`src/rtl/softmax_exp_sched.sv`:
```
// Softmax exp scheduler: buffers one input vector, then time-shares a fixed-latency
// exp core across its elements and streams each result out with index and last flag.
module softmax_exp_sched #(
    parameter int unsigned DATA_WIDTH  = 32,
    parameter int unsigned VEC_LEN     = 8,
    parameter int unsigned IDX_W       = 3,
    parameter int unsigned EXP_LATENCY = 20
) (
    input  logic                  clk,
    input  logic                  reset,
    input  logic                  in_valid,
    output logic                  in_ready,
    input  logic [DATA_WIDTH-1:0] in_data,
    output logic                  exp_start,
    output logic [DATA_WIDTH-1:0] exp_x,
    input  logic [DATA_WIDTH-1:0] exp_y,
    output logic                  out_valid,
    input  logic                  out_ready,
    output logic [DATA_WIDTH-1:0] out_data,
    output logic [IDX_W-1:0]      out_idx,
    output logic                  out_last,
    output logic                  busy
);
    localparam int unsigned TIMER_W = (EXP_LATENCY > 1) ? $clog2(EXP_LATENCY) : 1;
    localparam logic [IDX_W-1:0]   LAST_IDX  = IDX_W'(VEC_LEN - 1);
    localparam logic [TIMER_W-1:0] TIMER_END = TIMER_W'(EXP_LATENCY - 1);

    typedef enum logic [1:0] {
        ST_LOAD  = 2'd0,
        ST_START = 2'd1,
        ST_WAIT  = 2'd2,
        ST_EMIT  = 2'd3
    } state_t;

    state_t                state;
    state_t                state_nxt;
    logic [DATA_WIDTH-1:0] vec_buf [VEC_LEN];
    logic [IDX_W-1:0]      load_cnt;
    logic [IDX_W-1:0]      idx;
    logic [TIMER_W-1:0]    timer;
    logic                  in_hs;
    logic                  out_hs;

    assign in_hs    = in_valid && in_ready;
    assign out_hs   = out_valid && out_ready;
    assign out_last = out_valid && (out_idx == LAST_IDX);

    // State register
    always_ff @(posedge clk) begin
        if (!reset) begin
            state <= ST_LOAD;
        end else begin
            state <= state_nxt;
        end
    end

    // Next-state logic
    always_comb begin
        state_nxt = state;
        case (state)
            ST_LOAD:  if (in_hs && (load_cnt == LAST_IDX)) state_nxt = ST_START;
            ST_START: state_nxt = ST_WAIT;
            ST_WAIT:  if (timer == TIMER_END) state_nxt = ST_EMIT;
            ST_EMIT:  if (out_hs) state_nxt = (idx == LAST_IDX) ? ST_LOAD : ST_START;
            default:  state_nxt = ST_LOAD;
        endcase
    end

    // State-decoded handshake and status outputs
    always_comb begin
        in_ready  = 1'b0;
        exp_start = 1'b0;
        out_valid = 1'b0;
        busy      = 1'b1;
        case (state)
            ST_LOAD: begin
                in_ready = 1'b1;
                busy     = 1'b0;
            end
            ST_START: exp_start = 1'b1;
            ST_EMIT:  out_valid = 1'b1;
            default:  ;
        endcase
    end

    // Element buffer survives reset; writes are blocked while reset is held
    always_ff @(posedge clk) begin
        if (reset && in_hs) begin
            vec_buf[load_cnt] <= in_data;
        end
    end

    // exp_x is preloaded on entry to START so the operand is valid in the start cycle
    always_ff @(posedge clk) begin
        if (!reset) begin
            load_cnt <= '0;
            idx      <= '0;
            timer    <= '0;
            exp_x    <= '0;
            out_data <= '0;
            out_idx  <= '0;
        end else begin
            case (state)
                ST_LOAD: begin
                    if (in_hs) begin
                        if (load_cnt == LAST_IDX) begin
                            load_cnt <= '0;
                            idx      <= '0;
                            exp_x    <= (load_cnt == '0) ? in_data : vec_buf[0];
                        end else begin
                            load_cnt <= load_cnt + 1'b1;
                        end
                    end
                end
                ST_START: timer <= '0;
                ST_WAIT: begin
                    timer <= timer + 1'b1;
                    if (timer == TIMER_END) begin
                        out_data <= exp_y;
                        out_idx  <= idx;
                    end
                end
                ST_EMIT: begin
                    if (out_hs && (idx != LAST_IDX)) begin
                        idx   <= idx + 1'b1;
                        exp_x <= vec_buf[idx + 1'b1];
                    end
                end
                default: ;
            endcase
        end
    end

endmodule

```
`config.mk`:
```
export PLATFORM = sky130hd
export DESIGN_NAME = softmax_exp_sched
export DESIGN_NICKNAME = d
export VERILOG_FILES = /design/src/rtl/softmax_exp_sched.sv
export SDC_FILE = /design/constraint.sdc
export NUM_CORES = 1
export LEC_CHECK = 0
export BUFFER_PORTS_ARGS = -buffer_cell sky130_fd_sc_hd__buf_2
export CAP_MARGIN = 20
export CORE_MARGIN = 5
export CORE_UTILIZATION = 58
export DETAILED_ROUTE_END_ITERATION = 16
export GPL_TIMING_DRIVEN = 0
export PLACE_DENSITY = 0.78
export SLEW_MARGIN = 20
export SYNTH_ARGS = -nofsm -noshare
export SYNTH_HDL_FRONTEND = slang
export SYNTH_SLANG_ARGS = --single-unit
```
`constraint.sdc`:
```
create_clock -name clk -period 4.8 [get_ports clk]
set_input_delay 0.48 -clock clk [delete_from_list [all_inputs] [get_ports clk]]
set_output_delay 0.48 -clock clk [all_outputs]
set_load 0.01 [all_outputs]
```
# [Word-level counts from Yosys, hierarchy flattened]
# Memory sizes are Yosys's and may differ from the RTL's.
# Cells that the tools add are included.
[word_totals] ff_bits=80 mem_bits_rw=256 inputBits=68 output_inout_bits=72 memories=1
[classes] n_addsub=3 eq_ne=14 n_mux=22 n_reduce_logical=14
[mem_list] name="vec_buf" words=8 word_bits=32 rd=2 rd_ports_with_merged_regs=0 write_ports=1 line_no="37" source="logic [DATA_WIDTH-1:0] vec_buf [VEC_LEN];"
[ops] operator="two-way mux 32 bit" n=4
[ops] operator="case mux 32 bit (2 select lines)" n=1
[ops] operator="two-way mux 3 bit" n=4
[ops] operator="!= test 2 bit (second input constant)" n=6
[ops] operator="case mux 5 bit (2 select lines)" n=1
[ops] operator="== test 3 bit (second input constant)" n=3
[ops] operator="case mux 2 bit (4 select lines)" n=1
[ops] operator="two-way mux 1 bit" n=7
[ops] operator="adder 3 x 1 -> 3 bit (second input constant)" n=2
[ops] operator="logical AND 1 bit" n=6
[ops] operator="two-way mux 2 bit" n=3
[ops] operator="case mux 3 bit (2 select lines)" n=1
[ops] operator="adder 5 x 1 -> 5 bit (second input constant)" n=1
[ops] operator="== test 5 bit (second input constant)" n=1
[ops] operator="== test 2 bit (second input constant)" n=2
[ops] operator="AND reduction 2 bit" n=2
[ops] operator="AND reduction 4 bit" n=1
[ops] operator="nonzero test 2 bit" n=2
[ops] operator="zero test 3 bit" n=1
[ops] operator="!= test 3 bit (second input constant)" n=1
[ops] operator="AND reduction 3 bit" n=1
[ops] operator="== test 2 x 1 -> 1 bit (second input constant)" n=1
[ops] operator="zero test 2 bit" n=1

# [Longest topological paths before layout]
# Gate-level depths: netlist of the first run.
[depth] ltp_word=6 ltp_mapped=8 depth_no_buf=6

# [Least setup slack after synthesis of the first run]
# OpenSTA, ideal clock, no wires.
[synth_timing] path_type="register to register" startpoint="register state[0]" endpoint="memory vec_buf[0][0] (enable)" setup_ns=0.461 t_arrival_ns=3.479 setup_slack_ns=0.860 path_stages_with_launch=6 n_path_buf=0 path_cell_list="dfxtp_1 inv_1 ha_1 nand2_1 or3_1 nor3_1"
[synth_between] elab_chain_len=6
[synth_rtl] item="from (decl)" line_no="35" source="state_t state;"
[synth_rtl] item="from (signal assigned)" line_no="53" source="state <= state_nxt;"
[synth_rtl] item="zero test 2 bit" line_no="75" source="case (state)"
[synth_rtl] item="two-way mux 1 bit" line_no="75"
[synth_rtl] item="named net in_ready" line_no="12" source="output logic in_ready,"
[synth_rtl] item="logical AND 1 bit" line_no="44" source="assign in_hs = in_valid && in_ready;"
[synth_rtl] item="logical AND 1 bit" line_no="88" source="if (reset && in_hs) begin"
[synth_rtl] item="two-way mux 1 bit" line_no="88"
[synth_rtl] item="two-way mux 1 bit (implied by the code)" line_no="89" source="vec_buf[load_cnt] <= in_data;"
[synth_rtl] item="to (decl)" line_no="37"
# The timed path passes the listed nets, and every way through them passes these cells.

# [Final worst setup path of the first run]
[layout_timing] startpoint="register state[0]" endpoint="memory vec_buf[0][26] (enable)"
[layout_between] elab_chain_len=6
[layout_rtl] item="zero test 2 bit" line_no="75"
[layout_rtl] item="two-way mux 1 bit" line_no="75"
[layout_rtl] item="logical AND 1 bit" line_no="44"
[layout_rtl] item="logical AND 1 bit" line_no="88"
[layout_rtl] item="two-way mux 1 bit" line_no="88"
[layout_rtl] item="two-way mux 1 bit (implied by the code)" line_no="89"
# No other way between the ends.

==> impl_metrics.toml, run 1 <==
[clock_tree]
buffers_inserted_by_post_cts_timing_repair = 0
clock_insertion_delay_worst_skew_ns = 0.51
cts_tree = "yes"
clock_root_buffer = "sky130_fd_sc_hd__clkbuf_16"
clock-sinks = 336
ctsResizeCount = 0
clock_tree.buffer_depth = 3
clock_pin_slew_of_the_registers_on_the_worst_case_setup_and_hold_paths_ns = 0.06
cts_hold_buf = 0
cts-htree-levels = 2
tritoncts.num_buffers = 34

[synthesis]
ys.flop_type = "sky130_fd_sc_hd__edfxtp_1"
post_synthesis_cell_count = 800
synthesis_warnings = 0
synth_edf_count = 256
ys_async_sr_fraction = 0
synth_top_cell_by_area = "sky130_fd_sc_hd__edfxtp_1"
synth_top_cells_by_area = "sky130_fd_sc_hd__edfxtp_1 (58%), sky130_fd_sc_hd__dfxtp_1 (12%), sky130_fd_sc_hd__mux4_2 (10%)"
top_area_cell_type_share_of_the_netlist_area = 0.5811
ys_seq_area_frac = 0.7022
ys_types = 38
ys_top_cells_by_count = "sky130_fd_sc_hd__edfxtp_1 (256), sky130_fd_sc_hd__nand2_1 (109), sky130_fd_sc_hd__dfxtp_1 (80)"
synth_most_common_cell = "sky130_fd_sc_hd__edfxtp_1"
syn_nets = 879
mappedNetlistArea_mm2 = 0.01323
postSynthRegisterBits = 336
postSynthAreaPerCell_um2 = 16.54

[timing]
final_period_util = 0.6101
report.final.setup_viol = 0
finalHoldViolations = 0
worst_hold_slack_ns = 0.2189
fin_crit_ns = 2.929
grt_setup_unrepaired = "no"
final.setup_skew_ns = 0.01375
final-max-slew-violation-count = 0
tightest_slew_ns = 0.8996
clock.fmax_ghz = 0.3415
timing.slew.headroom = 0.4003

[route]
drtIter0Drc = 768
detail_route.first_pass.iterations = 6
routed_via_density = 6.083
finalWirelength_um = 30960
vias = 7926
final_antenna_net_count = 0
wire_per_inst_um = 23.76
drt_drc_violations_left = 0

[critical_path]
critical-path-top-cell-by-count = "sky130_fd_sc_hd__buf_6"
crit_buf_inv = 4
max_stage_delay_cell_worst_path = "sky130_fd_sc_hd__or3_1"
cp-start-kind = "flop"
arrival_ns = 3.15
r2r_setup_slack_ns = 1.87
timing.critical_path.slowest_cell_delay_ns = 0.49
critical_path_required_ns = 5.02
endpoint_kind = "flop"
largest_fanout_on_the_critical_path = 8
cp_cell_instances = "inv_1 -> ha_1 -> nand2_1 -> or3_1 -> nor3_2 -> buf_4 -> buf_6 -> buf_6"
critPathKind = "flop to flop"
critical_path.top_delay_family = "simple AND/OR/NAND/NOR gates"

[power_and_ir_drop]
power_density_of_the_placed_cells_mw_per_mm2 = 432.3
p_leak_uw = 0.005532
ir_drop_mv = 0.3146

[global_route]
grt_first_pass_wirelength_um = 47240
number_of_global_route_vias_before_repair = 8012
grt_overflow = 0
antenna_found_initial = 2
groute.usage.overall = 0.2387
maximum_number_of_pins_on_one_net_before_global_route_repair = 19

[final_layout]
final_stage_net_count = 1071
fraction_of_layout_instances_using_a_drive_strength_above_1 = 0.3186
final.fill_count = 1451
finish.cell_count_without_fillers = 1303
flow.area_growth_from_synthesis_pct = 18.58

[outcome]
outcome = "finished, final reports clean"

[floorplanning]
floorplan.initialDensity = 0.5861
die_height_um = 161.0
placement_rows = 55
die-area_mm2 = 0.02593
design.core.area_mm2 = 0.02257
boundaryPins = 140
floorplan.die.width_um = 161.0

[placement]
place.port_buffers = 138
place.gp.congestion = 0.7617
post-place-cells = 1241
dp_hpwl_um = 19850

[run]
maxCapViolations = 0

[worst_hold_path]
hold_path.class = "input pin to flop"
cells in the final DEF, fill, tap and decap left out, types with 3 or more instances in the layout:
cell                        Yosys  routed
sky130_fd_sc_hd__a21oi_1       39      39
sky130_fd_sc_hd__buf_1          8       8
sky130_fd_sc_hd__buf_16         0       8
sky130_fd_sc_hd__buf_2         14     152
sky130_fd_sc_hd__buf_4          0       4
sky130_fd_sc_hd__buf_6          6      12
sky130_fd_sc_hd__clkbuf_1      23      34
sky130_fd_sc_hd__clkbuf_16      0      35
sky130_fd_sc_hd__clkinv_1       0       4
sky130_fd_sc_hd__clkinv_2       0       6
sky130_fd_sc_hd__dfxtp_1       80      80
sky130_fd_sc_hd__edfxtp_1     256     256
sky130_fd_sc_hd__ha_1          11      11
sky130_fd_sc_hd__inv_1          8       8
sky130_fd_sc_hd__mux2_2        32      32
sky130_fd_sc_hd__mux2i_1       36      36
sky130_fd_sc_hd__mux4_1         5       5
sky130_fd_sc_hd__mux4_2        59      59
sky130_fd_sc_hd__nand2_1      109     109
sky130_fd_sc_hd__nand3_1       34      34
sky130_fd_sc_hd__nand4_1        3       3
sky130_fd_sc_hd__nor2_1        18      12
sky130_fd_sc_hd__nor2_4         0       6
sky130_fd_sc_hd__o311ai_1      32      32
sky130_fd_sc_hd__xor2_1         3       3
cell type report:
cell class / count / area (µm²) / share of cell area
Antenna cell: 1 / 2.502 / 0.0001595
Buffer: 51 / 254.0 / 0.01619
Clock buffer: 48 / 944.7 / 0.06022
Clock inverter: 13 / 91.34 / 0.005822
Inverter: 10 / 37.54 / 0.002393
Multi-Input combinational cell: 403 / 3704 / 0.2361
Sequential cell: 336 / 9289 / 0.5921
Tap cell: 285 / 356.6 / 0.02273
Timing Repair Buffer: 156 / 1008 / 0.06428
where the power goes:
| part | total (µW) | switching, µW | leakage, µW | internal, µW |
|---|---|---|---|---|
| combinational | 919 | 576 | 0.00207 | 343 |
| sequential | 3390 | 91.7 | 0.00296 | 3300 |
| clock | 2470 | 1040 | 0.000507 | 1430 |
| total | 6780 | 1710 | 0.00553 | 5070 |
metrics by stage:
| stage | setup TNS [ns] | instance area, µm² | power, µW | utilization | worst slack (ns) |
|---|---|---|---|---|---|
| floorplan | 0 | 13230 | 3948 | - | 0.8600 |
| global placement | -96.33 | 14280 | 4304 | 0.6325 | -1.636 |
| detailed placement | 0 | 14650 | 4363 | 0.6490 | 1.875 |
| CTS | 0 | 15690 | 6824 | 0.6949 | 1.847 |
| global route | 0 | 15690 | 7030 | 0.6950 | 1.719 |
| finish | 0 | 15690 | 6782 | 0.6950 | 1.871 |
cell families (layout without fill, tap and decap cells):
| family | Yosys count | in the layout | share of synthesized area |
|---|---|---|---|
| AOI/OAI and AO/OA | 78 | 78 | 0.04020 |
| xor gates and xnor gates | 4 | 4 | 0.002649 |
| adders and majority gates | 11 | 11 | 0.01040 |
| buffers and inverters | 61 | 278 | 0.02204 |
| DFF | 336 | 336 | 0.7022 |
| muxes | 132 | 132 | 0.1649 |
| other | 0 | 1 | 0 |
| and+or+nand+nor | 178 | 178 | 0.05769 |
path summary, 6_finish.rpt:
kind,start,end,cells past startpoint
max reg2reg,state[0],vec_buf[0][26],8
min reg2reg,out_data[6],out_data[6],2
max,state[0],vec_buf[0][26],8
min,exp_y[1],out_data[1],3
sequential cells by signal, indices dropped and copies added (netlist names):
register / cells
idx: 3
timer: 5
exp_x: 32
state: 2
load_cnt: 3
out_data: 32
out_idx: 3
vec_buf: 256
layer usage:
metal	vias to the layer above	routed length (µm)	global-route usage
met1	3950	12610	0.3305
met3	56	2610	0.04389
met5	-	7	0
met2	412	14940	0.3933
li1	3506	-	-
met4	2	795	0.07173
worst reg2reg max path: cells and delay by family (launching register included):
kind | cells | cell delay, ns
simple gates | 3 | 1.15
buf+inv | 4 | 0.73
fa+ha+maj | 1 | 0.40
flops | 1 | 0.35
(Power assumes the default switching activity.)
==> inputs of run 2 (changes only) <==
- clock period: 4.8 -> 2.9 ns (I/O delays scaled with it)
==> run 2 against run 1 <==
  * Clock skew is 0.0081 ns lower
  * Final area barely moved
  * Sequential cell count did not move
  * Register-to-register slack worse by 1.7 ns
  * Fmax increased by 6.2%
  * Count of clock-buffer cells in the layout rose by 1
  * Sequential share of layout area about the same
  * Clock power rose by 66%
  * Non-clock buffer count fell by 6
  * Critical path depth stayed put
  * Largest cell class unchanged
==> impl_metrics.toml, run 2 (synthesized netlist as in run 1, its figures left out) <==
[timing]
clock.fmax_ghz = 0.3626
grt_setup_unrepaired = "no"
fin_tns_setup_ns = 0
final.setup_skew_ns = 0.005605
tightest_slew_ns = 0.8155
final-max-slew-violation-count = 0
final_period_util = 0.9511
timing.slew.headroom = 0.4550
worst_hold_slack_ns = 0.02338
fin_crit_ns = 2.758
report.final.setup_viol = 0
finalHoldViolations = 0

[route]
drtIter0Drc = 851
finalWirelength_um = 29690
vias = 7850
routed_via_density = 6.048
detail_route.first_pass.iterations = 4
wire_per_inst_um = 22.87
final_antenna_net_count = 0
drt_drc_violations_left = 0

[critical_path]
arrival_ns = 3.11
critPathKind = "flop to flop"
critical_path_required_ns = 3.25
cp-start-kind = "flop"
largest_fanout_on_the_critical_path = 10
r2r_setup_slack_ns = 0.14
endpoint_kind = "flop"

[power_and_ir_drop]
power_switching_uw = 2780
p_leak_uw = 0.005510
power_frac_comb = 0.133
internal_power_summed_over_all_cells_uw = 8428
power.clock.fraction = 0.366
proportion_of_total_power_due_to_net_switching = 0.2481
p_seq_frac = 0.501
power_density_of_the_placed_cells_mw_per_mm2 = 715.0
ir_drop_mv = 0.4953

[clock_tree]
cts-htree-levels = 2
clock-sinks = 336
cts_tree = "yes"
cts_hold_buf = 0
clock_pin_slew_of_the_registers_on_the_worst_case_setup_and_hold_paths_ns = 0.06
clock_tree.buffer_depth = 3
clock_root_buffer = "sky130_fd_sc_hd__clkbuf_16"
ctsResizeCount = 0
buffers_inserted_by_post_cts_timing_repair = 0
clock_insertion_delay_worst_skew_ns = 0.51
tritoncts.num_buffers = 34

[final_layout]
final_stage_net_count = 1065
reg_top3 = "vec_buf: 256 flops, exp_x: 32 flops, out_data: 32 flops"
final.fill_count = 1462
top_register = "vec_buf"
flow.area_growth_from_synthesis_pct = 18.49
final_core_util = 0.6945
largest_register_ffs = 256
most_frequent_cells_in_the_layout = "sky130_fd_sc_hd__edfxtp_1 (256), sky130_fd_sc_hd__buf_2 (152), sky130_fd_sc_hd__nand2_1 (109), sky130_fd_sc_hd__dfxtp_1 (80), sky130_fd_sc_hd__mux4_2 (59)"
fraction_of_layout_instances_using_a_drive_strength_above_1 = 0.3162
final_common_cell = "sky130_fd_sc_hd__edfxtp_1"

[floorplanning]
die_height_um = 161.0
floorplan.initialDensity = 0.5861
placement_rows = 55
design.core.area_mm2 = 0.02257
floorplan.die.width_um = 161.0
die-area_mm2 = 0.02593
boundaryPins = 140

[global_route]
number_of_global_route_vias_before_repair = 7933
groute.usage.overall = 0.2308
grt_overflow = 0
antenna_found_initial = 4
maximum_number_of_pins_on_one_net_before_global_route_repair = 19
grt_first_pass_wirelength_um = 45890

[run]
maxCapViolations = 0

[outcome]
outcome = "finished, final reports clean"

[placement]
place.gp.congestion = 0.7307
place.port_buffers = 138
dp_hpwl_um = 18970

[worst_hold_path]
hold_path.class = "input pin to flop"
-- run 2: changes by cell type in the layout (fill, tap and decap cells not counted), moves of 2 or more --
| cell | delta |
|---|---|
| sky130_fd_sc_hd__buf_4 | -4 |
| sky130_fd_sc_hd__buf_6 | -5 |
| sky130_fd_sc_hd__buf_8 | +3 |
| sky130_fd_sc_hd__clkbuf_1 | -2 |
| sky130_fd_sc_hd__clkbuf_16 | +2 |
| sky130_fd_sc_hd__clkinv_2 | +2 |
| sky130_fd_sc_hd__nor3_2 | -2 |
| sky130_fd_sc_hd__nor3_4 | +2 |
-- run 2: metrics by stage --
step	power, µW	setup WS, ns	cell area, µm²	cells
final	11210	0.1419	15680	1298
after global routing	11640	0.03447	15680	1298
after CTS	11290	0.1483	15670	1297
after detailed placement	7205	0.1868	14610	1235
after global placement	7114	-1.742	14290	1223
after floorplan	6533	-0.1828	13240	800
-- run 2: power by group through the flow --
| stage | clock, µW | combinational (µW) | sequential [µW] |
|---|---|---|---|
| floorplan | 0 | 804 | 5730 |
| detailed placement | 0 | 1500 | 5710 |
| CTS | 4170 | 1510 | 5610 |
| finish | 4110 | 1490 | 5610 |
| global placement | 0 | 1410 | 5710 |
| global route | 4400 | 1610 | 5630 |
-- run 2: cell type report --
class	count	area [µm²]	area share
Buffer	51	254.0	0.01620
Timing Repair Buffer	150	959.7	0.06122
Sequential cell	336	9289	0.5926
Inverter	10	37.54	0.002395
Multi-Input combinational cell	403	3716	0.2371
Clock inverter	13	58.81	0.003752
Clock buffer	49	1001	0.06386
Tap cell	285	356.6	0.02275
Antenna cell	1	2.502	0.0001596
-- run 2: final timing paths --
| path | startpoint | to | depth (start not counted) |
|---|---|---|---|
| hold reg to reg | out_data[13] | out_data[13] | 2 |
| setup / recovery | idx[1] | exp_x[1] | 8 |
| setup reg to reg | idx[1] | exp_x[1] | 8 |
| hold / removal | exp_y[19] | out_data[19] | 3 |
-- run 2: layer usage --
metal / up-vias / GRT usage / routed length [µm]
met1: 3916 / 0.3141 / 11810
met5: - / 0 / 33
met3: 66 / 0.05614 / 2572
met4: 6 / 0.06359 / 692
met2: 358 / 0.3795 / 14580
li1: 3504 / - / -
-- run 2: critical path, cell delays in order, from the launching register on --
cell                       delay (ns)
sky130_fd_sc_hd__dfxtp_1         0.34
sky130_fd_sc_hd__ha_1            0.19
sky130_fd_sc_hd__ha_1            0.30
sky130_fd_sc_hd__buf_2           0.24
sky130_fd_sc_hd__buf_1           0.65
sky130_fd_sc_hd__mux4_2          0.41
sky130_fd_sc_hd__mux2_2          0.27
sky130_fd_sc_hd__nand2_1         0.08
sky130_fd_sc_hd__o311ai_1        0.12
==> inputs of run 3 (changes only) <==
- PLACE_DENSITY: 0.78 -> 0.77
==> run 3 against run 2 <==
  * Combinational power is 3% higher
  * Fmax is 2.2% lower
  * First-iteration DRC count is 15% lower
  * Total power is 1.0% higher
  * Clock skew is 0.019 ns higher
  * Non-clock buffer count is 4 higher
  * Critical path type unchanged
  * Largest cell class unchanged
==> impl_metrics.toml, run 3 (synthesized netlist as in run 1, its figures left out) <==
[outcome]
outcome = "finished, final reports clean"

[critical_path]
arrival_ns = 3.02
cp_cell_instances = "inv_1 -> ha_1 -> nand2_1 -> or3_1 -> nor2_4 -> buf_16"
max_stage_delay_cell_worst_path = "sky130_fd_sc_hd__nor2_4"
crit_buf_inv = 2
r2r_setup_slack_ns = 0.08
timing.critical_path.slowest_cell_delay_ns = 0.64
cp-start-kind = "flop"
critical_path_required_ns = 3.10
critPathKind = "flop to flop"
largest_fanout_on_the_critical_path = 17
critical_path.top_delay_family = "simple AND/OR/NAND/NOR gates"
endpoint_kind = "flop"

[final_layout]
most_frequent_cells_in_the_layout = "sky130_fd_sc_hd__edfxtp_1 (256), sky130_fd_sc_hd__buf_2 (152), sky130_fd_sc_hd__nand2_1 (109), sky130_fd_sc_hd__dfxtp_1 (80), sky130_fd_sc_hd__mux4_2 (59)"
top_register = "vec_buf"
fraction_of_layout_instances_using_a_drive_strength_above_1 = 0.3172
final_common_cell = "sky130_fd_sc_hd__edfxtp_1"
n_antenna_cell = 0
final.fill_count = 1463
flow.area_growth_from_synthesis_pct = 18.45
finish.cell_count_without_fillers = 1300
final_stage_net_count = 1069
largest_register_ffs = 256
reg_top3 = "vec_buf: 256 flops, exp_x: 32 flops, out_data: 32 flops"

[run]
maxCapViolations = 0

[global_route]
gr-max-usage-layer = "met2"
groute.usage.overall = 0.2359
grt_overflow = 0
grt_use_met2 = 0.3912
maximum_number_of_pins_on_one_net_before_global_route_repair = 21
number_of_global_route_vias_before_repair = 8114
grt_first_pass_wirelength_um = 46940
antenna_found_initial = 2
globalRouteMet3Util = 0.05282
global_route_track_usage_on_met1 = 0.3156

[timing]
tightest_slew_ns = 0.7999
timing.slew.headroom = 0.4668
fin_crit_ns = 2.819
fin_tns_setup_ns = 0
clock.fmax_ghz = 0.3547
report.final.setup_viol = 0
final_period_util = 0.9722
final.setup_skew_ns = 0.02440
finalHoldViolations = 0
worst_hold_slack_ns = 0.01625
worst_case_setup_margin_in_the_final_layout_ns = 0.08051
final-max-slew-violation-count = 0

[power_and_ir_drop]
power_switching_uw = 2856
internal_power_summed_over_all_cells_uw = 8466
proportion_of_total_power_due_to_net_switching = 0.2523
p_leak_uw = 0.005509
power.total_uw = 11320
power.clock.fraction = 0.369
power_density_of_the_placed_cells_mw_per_mm2 = 722.6
ir_drop_mv = 0.5688
p_seq_frac = 0.495
power_frac_comb = 0.136

[route]
drtIter0Drc = 725
finalWirelength_um = 30580
wire_per_inst_um = 23.52
final_antenna_net_count = 0
vias = 7991
detail_route.first_pass.iterations = 7
routed_via_density = 6.147
drt_drc_violations_left = 0

[floorplanning]
floorplan.initialDensity = 0.5861
placement_rows = 55
die_height_um = 161.0
floorplan.die.width_um = 161.0
boundaryPins = 140
design.core.area_mm2 = 0.02257
die-area_mm2 = 0.02593

[clock_tree]
cts_tree = "yes"
cts-htree-levels = 2
clock_insertion_delay_worst_skew_ns = 0.51
tritoncts.num_buffers = 34
clock_root_buffer = "sky130_fd_sc_hd__clkbuf_16"
clock-sinks = 336
clock_tree.buffer_depth = 3
clock_pin_slew_of_the_registers_on_the_worst_case_setup_and_hold_paths_ns = 0.06

[placement]
dp_hpwl_um = 19440
place.port_buffers = 138
post_placement_setup_slack_ns = -0.1354
place.gp.congestion = 0.7843
post-place-cells = 1235

[worst_hold_path]
hold_path.class = "input pin to flop"
==> run 3: final timing paths <==
kind                                   start             end  depth (start not counted)
worst max-delay path                state[1]  vec_buf[6][29]                          6
worst min-delay path                exp_y[4]     out_data[4]                          3
worst max register to register      state[1]  vec_buf[6][29]                          6
worst min register to register  out_data[22]    out_data[22]                          2
==> run 3: cell type report <==
| type | instances | area [µm²] | area share |
|---|---|---|---|
| Inverter | 10 | 37.54 | 0.002395 |
| Multi-Input combinational cell | 403 | 3716 | 0.2371 |
| Buffer | 51 | 255.2 | 0.01629 |
| Clock buffer | 52 | 979.7 | 0.06252 |
| Tap cell | 285 | 356.6 | 0.02276 |
| Sequential cell | 336 | 9289 | 0.5928 |
| Timing Repair Buffer | 154 | 957.2 | 0.06108 |
| Clock inverter | 9 | 78.83 | 0.005030 |
==> run 3: per-stage QoR <==
stage	cell area, µm²	util
global route	15670	0.6942
global placement	14290	0.6329
CTS	15650	0.6932
finish	15670	0.6942
floorplan	13240	-
detailed placement	14580	0.6460
==> run 3: tightest hold or removal path, stage by stage <==
cell                      delay [ns]
sky130_fd_sc_hd__buf_2          0.09
sky130_fd_sc_hd__nand2_1        0.04
sky130_fd_sc_hd__a21oi_1        0.05
==> run 3: power groups by stage <==
stage                     Sequential (µW)  Clock (µW)  Combinational, µW
after floorplan                      5730           0                804
after global placement               5700           0               1400
after detailed placement             5700           0               1520
after CTS                            5600        4230               1530
after global routing                 5630        4450               1650
final                                5610        4180               1540
==> run 3: timing repair <==
item,4_1_cts,5_1_grt
hold buffers,0,0
cloned,0,0
endpoints found under the setup margin,10,47
resized for setup,0,1
setup buffers,1,3
pin swaps,1,3
==> run 3: layer usage <==
metal	share of wire	vias up
met5	0.00075	-
met4	0.028	4
met3	0.092	83
met2	0.49	425
met1	0.39	3965
li1	-	3514
